$ cat src/rtl/gpio_pkg.sv
// gpio_pkg: shared constants for the GPIO controller register block.
// Holds the bus data width and the byte offsets of every mapped register.
package gpio_pkg;

  localparam int GPIO_BUS_W = 32;

  localparam logic [7:0] GPIO_OFF_DATA       = 8'h00;
  localparam logic [7:0] GPIO_OFF_DIR        = 8'h04;
  localparam logic [7:0] GPIO_OFF_PIN        = 8'h08;
  localparam logic [7:0] GPIO_OFF_SET        = 8'h0C;
  localparam logic [7:0] GPIO_OFF_CLR        = 8'h10;
  localparam logic [7:0] GPIO_OFF_TGL        = 8'h14;
  localparam logic [7:0] GPIO_OFF_IE_RISE    = 8'h18;
  localparam logic [7:0] GPIO_OFF_IE_FALL    = 8'h1C;
  localparam logic [7:0] GPIO_OFF_IRQ_STATUS = 8'h20;

endpackage

$ cat src/rtl/gpio_pin_sync.sv
// gpio_pin_sync: one pad input's synchroniser chain, optional debounce
// filter (built when GPIO_DEBOUNCE_EN is defined), the previous-value flop
// and the rise/fall pulses derived from them.
module gpio_pin_sync #(
  parameter int SYNC_STAGES = 2,
  parameter int DEB_CYCLES  = 16
) (
  input  logic clk,
  input  logic rst,
  input  logic pin_async,
  output logic pin_val,
  output logic rise,
  output logic fall
);

  logic [SYNC_STAGES-1:0] sync_q;
  logic                   sync;
  logic                   prev_q;

  // Shift the asynchronous pad value through the metastability chain.
  // NOTE: clocked state uses non-blocking (<=) so every flop samples the
  // pre-edge value of its neighbour; blocking here would collapse the chain.
  always_ff @(posedge clk) begin
    if (rst) sync_q <= '0;
    else     sync_q <= {sync_q[SYNC_STAGES-2:0], pin_async};
  end

  assign sync = sync_q[SYNC_STAGES-1];

`ifdef GPIO_DEBOUNCE_EN
  localparam int CNT_W = $clog2(DEB_CYCLES + 1);

  logic [CNT_W-1:0] cnt_q;
  logic             deb_q;

  // Accept a new level only after it has differed for DEB_CYCLES cycles in a row.
  always_ff @(posedge clk) begin
    if (rst) begin
      cnt_q <= '0;
      deb_q <= 1'b0;
    end else if (sync != deb_q) begin
      if (cnt_q == CNT_W'(DEB_CYCLES - 1)) begin
        deb_q <= sync;
        cnt_q <= '0;
      end else begin
        cnt_q <= cnt_q + CNT_W'(1);
      end
    end else begin
      cnt_q <= '0;
    end
  end

  assign pin_val = deb_q;
`else
  // Debounce length is meaningless without the filter.
  logic unused_deb;
  assign unused_deb = ^DEB_CYCLES;
  assign pin_val    = sync;
`endif

  // Remember last cycle's filtered level for edge detection.
  always_ff @(posedge clk) begin
    if (rst) prev_q <= 1'b0;
    else     prev_q <= pin_val;
  end

  assign rise = pin_val & ~prev_q;
  assign fall = ~pin_val & prev_q;

endmodule

$ cat src/rtl/gpio_ctrl.sv
// gpio_ctrl: parametrised GPIO register block with atomic SET/CLR/TGL,
// synchronised pin inputs, rise/fall edge interrupts (W1C status) and a
// registered read port with a one-cycle rd_valid strobe.
// Optional build macro: GPIO_DEBOUNCE_EN adds a per-pin debounce filter.
module gpio_ctrl
  import gpio_pkg::*;
#(
  parameter int WIDTH       = 32,
  parameter int SYNC_STAGES = 2,
  parameter int DEB_CYCLES  = 16
) (
  input  logic                  clk,
  input  logic                  rst,
  input  logic                  en,
  input  logic                  wr,
  input  logic [7:0]            addr_offset,
  input  logic [GPIO_BUS_W-1:0] data_in,
  output logic [GPIO_BUS_W-1:0] data_out,
  output logic                  rd_valid,
  input  logic [WIDTH-1:0]      gpio_in,
  output logic [WIDTH-1:0]      gpio_out,
  output logic [WIDTH-1:0]      gpio_oe,
  output logic                  irq
);

  logic [WIDTH-1:0] data_q, dir_q, ie_rise_q, ie_fall_q, status_q;
  logic [WIDTH-1:0] data_nxt, dir_nxt, ie_rise_nxt, ie_fall_nxt, w1c;
  logic [WIDTH-1:0] pin_val, rise, fall, wdata, pin_rd;
  logic [GPIO_BUS_W-1:0] rd_word;
  logic wr_en, rd_en;

  assign wr_en  = en & wr;
  assign rd_en  = en & ~wr;
  assign wdata  = data_in[WIDTH-1:0];
  assign pin_rd = (data_q & dir_q) | (pin_val & ~dir_q);

  for (genvar i = 0; i < WIDTH; i++) begin : g_pin
    gpio_pin_sync #(
      .SYNC_STAGES(SYNC_STAGES),
      .DEB_CYCLES (DEB_CYCLES)
    ) u_pin (
      .clk      (clk),
      .rst      (rst),
      .pin_async(gpio_in[i]),
      .pin_val  (pin_val[i]),
      .rise     (rise[i]),
      .fall     (fall[i])
    );
  end

  function automatic logic [GPIO_BUS_W-1:0] zext(input logic [WIDTH-1:0] v);
    zext           = '0;
    zext[WIDTH-1:0] = v;
  endfunction

  // Decode a bus write into next-state values for the writable registers.
  // NOTE: every output gets a default first, so no path leaves one unassigned
  // and no latch is inferred.
  always_comb begin
    data_nxt    = data_q;
    dir_nxt     = dir_q;
    ie_rise_nxt = ie_rise_q;
    ie_fall_nxt = ie_fall_q;
    w1c         = '0;
    if (wr_en) begin
      case (addr_offset)
        GPIO_OFF_DATA:       data_nxt    = wdata;
        GPIO_OFF_DIR:        dir_nxt     = wdata;
        GPIO_OFF_SET:        data_nxt    = data_q | wdata;
        GPIO_OFF_CLR:        data_nxt    = data_q & ~wdata;
        GPIO_OFF_TGL:        data_nxt    = data_q ^ wdata;
        GPIO_OFF_IE_RISE:    ie_rise_nxt = wdata;
        GPIO_OFF_IE_FALL:    ie_fall_nxt = wdata;
        GPIO_OFF_IRQ_STATUS: w1c         = wdata;
        default: ;
      endcase
    end
  end

  // Select the register returned by a read; unmapped and write-only offsets read 0.
  always_comb begin
    rd_word = '0;
    case (addr_offset)
      GPIO_OFF_DATA:       rd_word = zext(data_q);
      GPIO_OFF_DIR:        rd_word = zext(dir_q);
      GPIO_OFF_PIN:        rd_word = zext(pin_rd);
      GPIO_OFF_IE_RISE:    rd_word = zext(ie_rise_q);
      GPIO_OFF_IE_FALL:    rd_word = zext(ie_fall_q);
      GPIO_OFF_IRQ_STATUS: rd_word = zext(status_q);
      default: ;
    endcase
  end

  // Register file, pad drivers and interrupt state; a new edge beats a W1C clear.
  always_ff @(posedge clk) begin
    if (rst) begin
      data_q    <= '0;
      dir_q     <= '0;
      ie_rise_q <= '0;
      ie_fall_q <= '0;
      status_q  <= '0;
      gpio_out  <= '0;
      gpio_oe   <= '0;
      irq       <= 1'b0;
    end else begin
      data_q    <= data_nxt;
      dir_q     <= dir_nxt;
      ie_rise_q <= ie_rise_nxt;
      ie_fall_q <= ie_fall_nxt;
      status_q  <= (status_q & ~w1c) | (rise & ie_rise_q) | (fall & ie_fall_q);
      gpio_out  <= data_nxt & dir_nxt;
      gpio_oe   <= dir_nxt;
      irq       <= |status_q;
    end
  end

  // Registered read port: data_out holds until the next read, rd_valid pulses once.
  always_ff @(posedge clk) begin
    if (rst) begin
      data_out <= '0;
      rd_valid <= 1'b0;
    end else begin
      rd_valid <= rd_en;
      if (rd_en) data_out <= rd_word;
    end
  end

endmodule

$ cat config.mk
export PLATFORM = sky130hd
export DESIGN_NAME = gpio_ctrl
export DESIGN_NICKNAME = d
export VERILOG_FILES = /design/src/rtl/gpio_pkg.sv /design/src/rtl/gpio_pin_sync.sv /design/src/rtl/gpio_ctrl.sv
export SDC_FILE = /design/constraint.sdc
export NUM_CORES = 1
export LEC_CHECK = 0
export CORE_AREA = 10 10 126 243
export DETAILED_ROUTE_END_ITERATION = 10
export DIE_AREA = 0 0 136 253
export PLACE_DENSITY_LB_ADDON = 0.3
export SLEW_MARGIN = 15
export SYNTH_ARGS = -nofsm -noshare
export SYNTH_HDL_FRONTEND = slang
export SYNTH_SLANG_ARGS = --single-unit
$ cat constraint.sdc
create_clock -name clk -period 4.6 [get_ports clk]
set_clock_uncertainty 0.05 [all_clocks]
set_input_delay 0.92 -clock clk [delete_from_list [all_inputs] [get_ports clk]]
set_output_delay 0.92 -clock clk [all_outputs]
set_load 0.01 [all_outputs]
======== Yosys cells after proc, flatten, opt, wreduce, memory -nomap -nowiden ========
Cells that the tools add are included.
operators by class
  equal/unequal tests ..................... 8
  mux-type cells .......................... 7
  bitwise operators ....................... 146
  reduce and logical (&&, ||, !) cells .... 4
operators by type and width
  operator              number
  $and A32 B32 Y32      7
  $pmux W32 S6          1
  $mux W32              5
  $or A32 B32 Y32       4
  $pmux W32 S4          1
  $not A32 Y32          3
  $and A1 B1 Y1         66
  $not A1 Y1            65
  $eq A8 B5 Y1 const B  4
  $reduce_or A32 Y1     1
  $xor A32 B32 Y32      1
  $eq A8 B4 Y1 const B  2
  $eq A8 B3 Y1 const B  1
  $eq A8 B6 Y1 const B  1
  $logic_not A8 Y1      1
  $reduce_and A2 Y1     2
storage, ports and cells
  register bits after elaboration ......... 322
  input bits .............................. 76
  word-level logic and storage cells ...... 238

======== Depth between registers and ports, before layout ========
Gate-level depths: netlist of run 1.
  depth in word-level cells ............... 7
  mapped depth ............................ 9
  gate-level depth less buffers ........... 6

======== Cells and area by module ========
Synthesis of run 1 repeated with hierarchy kept, for this count alone.
second synthesis, totals
  cells, all modules ...................... 1669
  area, all modules ....................... 15005.6 um2
by module, submodules not included
  module         times used  cells each  area an instance (um2)  seq. area each (um2)
  gpio_ctrl      1           1413        12082.8                 4524.3
  gpio_pin_sync  32          8           91.3                    60.1

======== Worst setup path before layout of run 1 ========
No wires, ideal clock.
  kind .................................... input -> register
  start ................................... input port addr_offset[1]
  end ..................................... register ie_fall_q[24]
  setup time .............................. 0.132 ns
  arrival time ............................ 2.680 ns
  path slack .............................. 1.737 ns
  stages on the path ...................... 8
  path buffers ............................ 3
  path through ............................ or4_4 -> buf_6 -> nand2b_4 -> or4_1 -> clkbuf_1 -> clkbuf_1 -> nand2_1 -> a21oi_1
on the way
  longest elaborated chain between the ends .. 2
ends and longest elaborated chain
  element                      line              RTL
  start: declaration           gpio_ctrl.sv:16   input logic [7:0] addr_offset,
  $eq A8 B5 Y1                 gpio_ctrl.sv:66   case (addr_offset)
  $reduce_and A2 Y1 (no line)  n/a
  end signal: assignment       gpio_ctrl.sv:109  ie_fall_q <= ie_fall_nxt;
  end: declaration             gpio_ctrl.sv:26   logic [WIDTH-1:0] data_q, dir_q, ie_rise_q, ie_fall_q, status_q;
Every way passes these cells.
A chain may end at the register's enable or synchronous reset.

======== Worst setup path after layout of run 1 ========
  start ................................... input port addr_offset[1]
  end ..................................... register data_out[16]
on the way
  longest elaborated chain between the ends .. 2
  elaborated cells on any way between the ends .. 7
ends and longest elaborated chain
  element                                     line              RTL
  $eq A8 B6 Y1, or another cell as far along  gpio_ctrl.sv:83   case (addr_offset)
  $pmux W32 S6 (*)                            gpio_ctrl.sv:83
  end signal: assignment                      gpio_ctrl.sv:124  if (rd_en) data_out <= rd_word;
  end: declaration                            gpio_ctrl.sv:18   output logic [GPIO_BUS_W-1:0] data_out,
Every way passes the cells marked *; elsewhere a longest branch is shown, timed or not.

==> impl_summary.log, run 1 <==
[metrics] total of warnings raised by yosys: 0
[metrics] Worst-Skew Late Latency: about 0.56 ns
[metrics] kind of end point of the critical path: register
[metrics] leakage power figure: 6.525 nW
[metrics] final count of pins violating max slew: 0
[metrics] fraction of power spent switching nets: 0.2221
[metrics] total setup violations reported at the end of the flow: 0
[metrics] # rows: 85
[metrics] share of synthesized area occupied by flip-flops and latches: 0.4446
[metrics] Slew HR: 0.1966
[metrics] post-synth design cell area: between 10000 and 15000 µm²
[metrics] Die Area: 34410 µm²
[metrics] xor and xnor area share after synthesis: 0.0006040
[metrics] count of flip-flops with a built-in enable after synthesis: 0
[metrics] share of total power in sequential cells: 0.489
[metrics] Worst EP required: 5.01 ns
[metrics] crit path max fanout: 18
[metrics] type of the worst min-delay path: register to register
[metrics] worst reg2reg path endpoint: gpio_out[19]
[metrics] cell area after placement: 16520 µm²
[metrics] total via count after detailed routing: 12.36k
[metrics] clock share of power: 0.441
[metrics] category of cells accounting for the largest share of critical-path delay: simple AND/OR/NAND/NOR gates
[metrics] combinational group share of total power: 0.070
[metrics] Via density: approximately 5.7
[metrics] Worst IR Drop VDD: 0.3800 mV
[metrics] sum of routed wire length over all layers: about 40000 µm
[metrics] number of cell instances on the worst register-to-register path: 6
[metrics] area growth from synthesis to final layout: 20.89%
[metrics] Worst Hold End: g_pin[9].u_pin.sync_q[1]
[metrics] DRC errors left: 0
[metrics] post-cts resize count: 0
[metrics] TritonCTS clock tree: built
[metrics] number of flip-flops under the largest register name: 64
[metrics] count of different cell masters after synthesis: 45
[metrics] diode count: 0
[metrics] Post CTS Setup Buffer Count: 0
[metrics] worst hold path depth: 1
[metrics] fraction of the mapped netlist area in compound gates: 0.1746
[metrics] Mapped Cells: 1678
[metrics] post-synthesis area per instance: about 8.6 µm²
[metrics] share of flip-flops with an asynchronous set or reset after synthesis: 0
[metrics] drt wl/cell: 18.90 µm
[metrics] post-synthesis register bit count: 322
[metrics] worst setup path class: input port to register
[metrics] number of levels in the clock H-tree: 1
[metrics] DR pass1 iterations: 6
[metrics] worst path arrival time: about 3.6 ns
[metrics] maximum number of pins on one net before global-route repair: 112
[metrics] Detail Placement HPWL: 27670 µm
[metrics] overall die height: 253 µm
[metrics] worst hold slack: 0.3818 ns
[metrics] most instantiated flip-flop cell in the synthesis netlist: sky130_fd_sc_hd__dfxtp_1
[metrics] Adder-Cell Fraction of Synth Area: 0.05522
[metrics] number of buffers inserted for hold repair after clock tree synthesis: 0
[metrics] Core Region: 26690 µm²
[metrics] final-stage net count: between 1.5k and 2k
[metrics] Final Hold Viols: 0
[metrics] Max clock buf depth: 3
[metrics] accumulated negative setup slack: 0 ns
[metrics] number of global-route vias before repair: between 10k and 15k
[metrics] Routability Congestion: 0.8747
[metrics] library cell used as clock root buffer: sky130_fd_sc_hd__clkbuf_16
[metrics] post-CTS clock slew at the launch and capture registers of the worst setup and hold paths: 0.06 ns
[metrics] Simple-Gate Fraction of Synth Area: 0.1825
[metrics] cell-by-cell listing of the critical path: clkdlybuf4s50_1, or4_4, or2_2, nor2_2, buf_4, a221oi_1, a211oi_1
[metrics] switching component of the power: 1.304 mW
[metrics] crit share post-route: 0.6975
[metrics] Tot GR Track Use: 0.2306
[metrics] width of the die: 136 µm
[metrics] number of buffers and inverters on the critical path: 2
[metrics] Least-Margin Pin Slew: between 1 and 1.5 ns
[metrics] critical-path cell with the highest stage delay: sky130_fd_sc_hd__or4_4
[metrics] largest family of logic cells by synthesized area: simple AND/OR/NAND/NOR gates
[metrics] max-capacitance violation count: 0
[metrics] post-route cell area: roughly 18000 µm²
[metrics] total nets after synthesis: approximately 1.8k
[metrics] Stages on worst setup path: 7
[metrics] global-route wire length before repair: 64040 µm
[metrics] fmax: 311.7 MHz
[metrics] setup repair after global routing missed its margin: false
[metrics] PwrDens: 334.9 nW/µm²
[metrics] Num CTS Buffers: 29
[metrics] antenna violations before repair: 0
[metrics] delay of the slowest critical-path stage: 0.64 ns
[metrics] internal power of the cells: 4.567 mW
[metrics] result of the run: finished clean
[metrics] reg2reg setup slack: 2.96 ns
[metrics] min-delay src: g_pin[9].u_pin.sync_q[0]
[metrics] final global-route overflow total: 0
[metrics] total number of clock tree sinks: 322
[metrics] mux share of post-synthesis cell area: 0.08491
[metrics] register ranked first by flip-flop count: g_pin.u_pin.sync_q
[metrics] Tmin final: 3.209 ns
[metrics] reg-to-reg startpoint: data_q[19]
[metrics] initial standard-cell utilization of the core: 0.5432
[metrics] Critical Path Start Type: input port
[metrics] count of pins on the block boundary: about 170
[metrics] share of final-layout standard cells stronger than drive strength 1: 0.07092
[metrics] DRT antenna net count: 0
[metrics] DR iter-0 viols: 890
[metrics] count of input and output buffers: 173
[power by group through the flow]
stage          logic (mW)  registers, mW  clock network, mW
6_report            0.412           2.87               2.59
3_5_place_dp        0.408           2.93                  0
3_3_place_gp        0.401           2.93                  0
5_1_grt             0.444           2.87               2.73
4_1_cts             0.410           2.87               2.63
2_1_floorplan       0.211           2.93                  0
[through the flow]
stage	util	cells	setup slack, ns	power [mW]
after floorplan	-	1678	1.737	3.138
after global placement	0.6190	2119	0.9667	3.332
after detailed placement	0.6190	2119	0.8592	3.339
after CTS	0.6567	2167	1.420	5.909
after global routing	0.6567	2167	1.363	6.048
final	0.6567	2167	1.391	5.871
[worst max-delay path by stage]
stage / start / end
after floorplan: addr_offset[1] / ie_fall_q[24]
after global placement: addr_offset[1] / data_out[13]
after detailed placement: addr_offset[1] / data_out[11]
after CTS: addr_offset[1] / data_out[16]
after global routing: addr_offset[1] / data_out[16]
final: addr_offset[1] / data_out[16]
[cells by family after synthesis]
group | after synthesis
AOI/OAI and AO/OA | 404
xor gates and xnor gates | 1
adders and majority gates | 64
buffers and inverters | 208
DFF | 322
muxes | 119
and+or+nand+nor | 560
[Yosys cell counts, types with 3 or more instances]
master                        n  share of area
sky130_fd_sc_hd__a21oi_1    157          0.054
sky130_fd_sc_hd__mux2i_1     87          0.060
sky130_fd_sc_hd__mux2_2      32          0.025
sky130_fd_sc_hd__o22a_1      14         0.0085
sky130_fd_sc_hd__buf_6        4         0.0031
sky130_fd_sc_hd__buf_1        9         0.0023
sky130_fd_sc_hd__nand3b_1    32          0.017
sky130_fd_sc_hd__a22oi_1      4         0.0021
sky130_fd_sc_hd__a31oi_1     30          0.013
sky130_fd_sc_hd__clkbuf_1    86          0.022
sky130_fd_sc_hd__a22o_1      28          0.017
sky130_fd_sc_hd__a221oi_1    14         0.0085
sky130_fd_sc_hd__nor4_1       9         0.0039
sky130_fd_sc_hd__a211oi_1    42          0.022
sky130_fd_sc_hd__ha_1        64          0.055
sky130_fd_sc_hd__buf_2       10         0.0035
sky130_fd_sc_hd__nor2b_1    104          0.045
sky130_fd_sc_hd__inv_1       96          0.025
sky130_fd_sc_hd__dfxtp_1    322           0.44
sky130_fd_sc_hd__nand2_1    256          0.066
sky130_fd_sc_hd__o22ai_1     16         0.0069
sky130_fd_sc_hd__nand2b_1     3         0.0013
sky130_fd_sc_hd__o21ai_0     65          0.022
sky130_fd_sc_hd__buf_4        3         0.0016
sky130_fd_sc_hd__o2bb2ai_1   32          0.019
sky130_fd_sc_hd__nor2_1     133          0.034
[cells in the final DEF (no fill, tap or decap), drive strengths merged, types with 4 or more instances in the layout]
cell             n
nor4            12
a21oi          157
buf             35
o22ai           16
bufinv           6
a31oi           30
mux2i           87
nand2          256
a22o            28
clkbuf          37
nor2b          104
nor3b            4
a22oi            4
nor3             4
o22a            14
dfxtp          322
ha              64
a211oi          42
clkdlybuf4s50  170
nand2b           4
nand3b          32
nor2           134
o2bb2ai         32
mux2            32
a221oi          14
inv             96
o21ai           65
[cell type report]
| cell class | count | area, µm² |
|---|---|---|
| clock buffers | 37 | 795.8 |
| fillers | 2232 | 9165 |
| clock inverters | 11 | 210.2 |
| inverters | 96 | 360.3 |
| multi-input cells | 1148 | 7274 |
| well taps | 348 | 435.4 |
| repair buffers | 205 | 2007 |
| flip-flops and latches | 322 | 6446 |
[metal layers]
metal	vias to the layer above	global-route usage	wire, µm
met5	-	0	0
met4	0	0.09600	1496
met3	93	0.03196	2895
met2	489	0.3949	19980
met1	5797	0.2811	16590
li1	5983	-	-
No activity file was read; power rests on OpenSTA's default activity.
==> run 2, diff against run 1 <==
- clock period: 4.6 -> 3.1 ns (I/O delays scaled with it)
==> run 2 against run 1 <==
Compared with the run above:
- register-to-register slack got worse by 1.5 ns
- cell area increased by 1.1%
- die area unchanged
- total power increased by 45%
- worst hold slack improved by 0.0034 ns
- first-iteration DRC count increased by 12%
- utilization increased by 0.74 points
- combinational power increased by 52%
- clock-buffer cell count increased by 3
- sequential cell count unchanged
- non-clock buffer count increased by 25
- sequential share of layout area decreased by 0.41 points
- largest cell class unchanged
- highest routed layer unchanged
==> impl_summary.log, run 2 (synthesis gave the netlist of run 1 again) <==
[metrics] final count of pins violating max slew: 0
[metrics] Core Region: between 20000 and 30000 µm²
[metrics] worst path arrival time: 2.90 ns
[metrics] DR pass1 iterations: 8
[metrics] total number of clock tree sinks: 322
[metrics] Critical Path Start Type: input port
[metrics] total via count after detailed routing: 12.48k
[metrics] number of global-route vias before repair: 11.79k
[metrics] Stages on worst setup path: 6
[metrics] leakage power figure: 6.642 nW
[metrics] final global-route overflow total: 0
[metrics] worst hold slack: 0.3853 ns
[metrics] Detail Placement HPWL: 28540 µm
[metrics] library cell used as clock root buffer: sky130_fd_sc_hd__clkbuf_16
[metrics] width of the die: 136 µm
[metrics] DRT antenna net count: 0
[metrics] category of cells accounting for the largest share of critical-path delay: simple AND/OR/NAND/NOR gates
[metrics] total setup violations reported at the end of the flow: 0
[metrics] Max clock buf depth: 3
[metrics] Tot GR Track Use: 0.2321
[metrics] count of input and output buffers: 173
[metrics] cell area after placement: 16770 µm²
[metrics] highest-count cells in the layout ignoring fill and taps: sky130_fd_sc_hd__dfxtp_1, sky130_fd_sc_hd__nand2_1, sky130_fd_sc_hd__clkdlybuf4s50_1
[metrics] setup repair after global routing missed its margin: false
[metrics] total of fill cells in the finished design: roughly 2.2k
[metrics] kind of end point of the critical path: register
[metrics] delay of the slowest critical-path stage: 0.65 ns
[metrics] Num CTS Buffers: 29
[metrics] area growth from synthesis to final layout: 22.25%
[metrics] crit path max fanout: 13
[metrics] Final Hold Viols: 0
[metrics] reg2reg setup slack: between 1 and 1.5 ns
[metrics] DR iter-0 viols: 993
[metrics] PwrDens: just under 500 nW/µm²
[metrics] number of cell instances on the worst register-to-register path: 6
[metrics] global-route wire length before repair: approximately 64000 µm
[metrics] max-capacitance violation count: 0
[metrics] accumulated negative setup slack: 0 ns
[metrics] DRC errors left: 0
[metrics] Routability Congestion: 0.8869
[metrics] critical-path cell with the highest stage delay: sky130_fd_sc_hd__or4_4
[metrics] Worst EP required: 3.52 ns
[metrics] Post CTS Setup Buffer Count: 0
[metrics] sum of routed wire length over all layers: 41550 µm
[metrics] Least-Margin Pin Slew: 0.5404 ns
[metrics] number of flip-flops under the largest register name: 64
[metrics] post-route cell area: between 15000 and 20000 µm²
[metrics] result of the run: finished clean
[metrics] Worst-Skew Late Latency: 0.56 ns
[metrics] TritonCTS clock tree: built
[metrics] Via density: 5.678
[metrics] worst setup path startpoint: addr_offset[1]
[metrics] type of the worst min-delay path: register to register
[metrics] overall die height: approximately 250 µm
[metrics] Slew HR: 0.6386
[metrics] capture point of the worst path: data_out[13]
[metrics] number of buffers and inverters on the critical path: 2
[metrics] worst reg2reg path endpoint: gpio_out[12]
[metrics] maximum number of pins on one net before global-route repair: 67
[metrics] reg-to-reg startpoint: data_q[12]
[metrics] crit share post-route: 0.8012
[metrics] post-cts resize count: 0
[metrics] fmax: a little over 400 MHz
[metrics] overall power consumption: 8.521 mW
[metrics] final core area utilization: 0.6641
[metrics] worst setup path class: input port to register
[metrics] drt wl/cell: 18.91 µm
[metrics] # rows: 85
[metrics] most common cell after layout, fill and taps aside: sky130_fd_sc_hd__dfxtp_1
[metrics] Tmin final: 2.484 ns
[metrics] count of pins on the block boundary: roughly 170
[metrics] number of levels in the clock H-tree: 1
[metrics] Die Area: 34410 µm²
[metrics] register ranked first by flip-flop count: g_pin.u_pin.sync_q
[metrics] initial standard-cell utilization of the core: 0.5432
[metrics] Worst IR Drop VDD: around 0.47 mV
[metrics] final-stage net count: 1967
[metrics] cell-by-cell listing of the critical path: clkdlybuf4s50_1, or4_4, or4b_4, buf_4, o22a_1, a211oi_1
[metrics] share of final-layout standard cells stronger than drive strength 1: 0.08496
[metrics] number of buffers inserted for hold repair after clock tree synthesis: 0
[metrics] antenna violations before repair: 0
[metrics] post-CTS clock slew at the launch and capture registers of the worst setup and hold paths: around 0.06 ns
[run 2: changes by cell type in the layout (fill, tap and decap cells not counted)]
cell / change
sky130_fd_sc_hd__clkbuf_1: +1
sky130_fd_sc_hd__clkinv_4: +2
sky130_fd_sc_hd__buf_4: +20
sky130_fd_sc_hd__bufinv_16: -4
sky130_fd_sc_hd__diode_2: +1
sky130_fd_sc_hd__clkbuf_8: +2
sky130_fd_sc_hd__clkinv_2: +3
sky130_fd_sc_hd__buf_12: +5
sky130_fd_sc_hd__clkinvlp_4: -1
sky130_fd_sc_hd__inv_6: +1
[run 2: cell type report]
class / count / area, µm² / share of cell area
inverter: 96 / 360.3 / 0.02033
sequential: 322 / 6446 / 0.3636
multi-input combinational: 1148 / 7274 / 0.4104
clock inverter: 12 / 123.9 / 0.006988
clock buffer: 40 / 827.0 / 0.04665
tap: 348 / 435.4 / 0.02456
timing repair buffer: 230 / 2257 / 0.1273
antenna: 1 / 2.502 / 0.0001412
[run 2: metrics by stage]
stage	std cells	worst slack, ns
3_5_place_dp	2144	0.07209
4_1_cts	2196	0.6435
6_report	2197	0.6163
2_1_floorplan	1678	0.5374
3_3_place_gp	2144	0.1123
5_1_grt	2196	0.5444
[run 2: how the worst min path moves through the flow]
stage / depth (start not counted) / start / to
finish: 1 / g_pin[7].u_pin.sync_q[0] / g_pin[7].u_pin.sync_q[1]
global route: 1 / g_pin[7].u_pin.sync_q[0] / g_pin[7].u_pin.sync_q[1]
CTS: 1 / g_pin[7].u_pin.sync_q[0] / g_pin[7].u_pin.sync_q[1]
detailed placement: 1 / g_pin[7].u_pin.sync_q[0] / g_pin[7].u_pin.sync_q[1]
global placement: 1 / g_pin[14].u_pin.sync_q[0] / g_pin[14].u_pin.sync_q[1]
floorplan: 1 / g_pin[0].u_pin.sync_q[0] / g_pin[0].u_pin.sync_q[1]
[run 2: power breakdown]
group | total (mW) | internal, mW | switching (mW)
sequential | 4.26 | 4.21 | 0.0461
combinational | 0.627 | 0.283 | 0.344
clock | 3.64 | 2.03 | 1.60
[run 2: metal layers]
metal  global-route usage  part of all wire
met3              0.03434             0.065
met1               0.2869              0.42
met5                    0                 0
met2               0.4013              0.49
met4              0.07490             0.027
[run 2: worst register-to-register path, delay by kind of cell (launching register included)]
kind	cells	cell delay, ns
multiplexers	2	0.37
AND/OR/NAND/NOR	1	0.16
AO/OA/AOI/OAI	1	0.19
buffers and inverters	1	0.09
adder cells (fa/ha/maj)	1	0.27
flip-flops	1	0.41
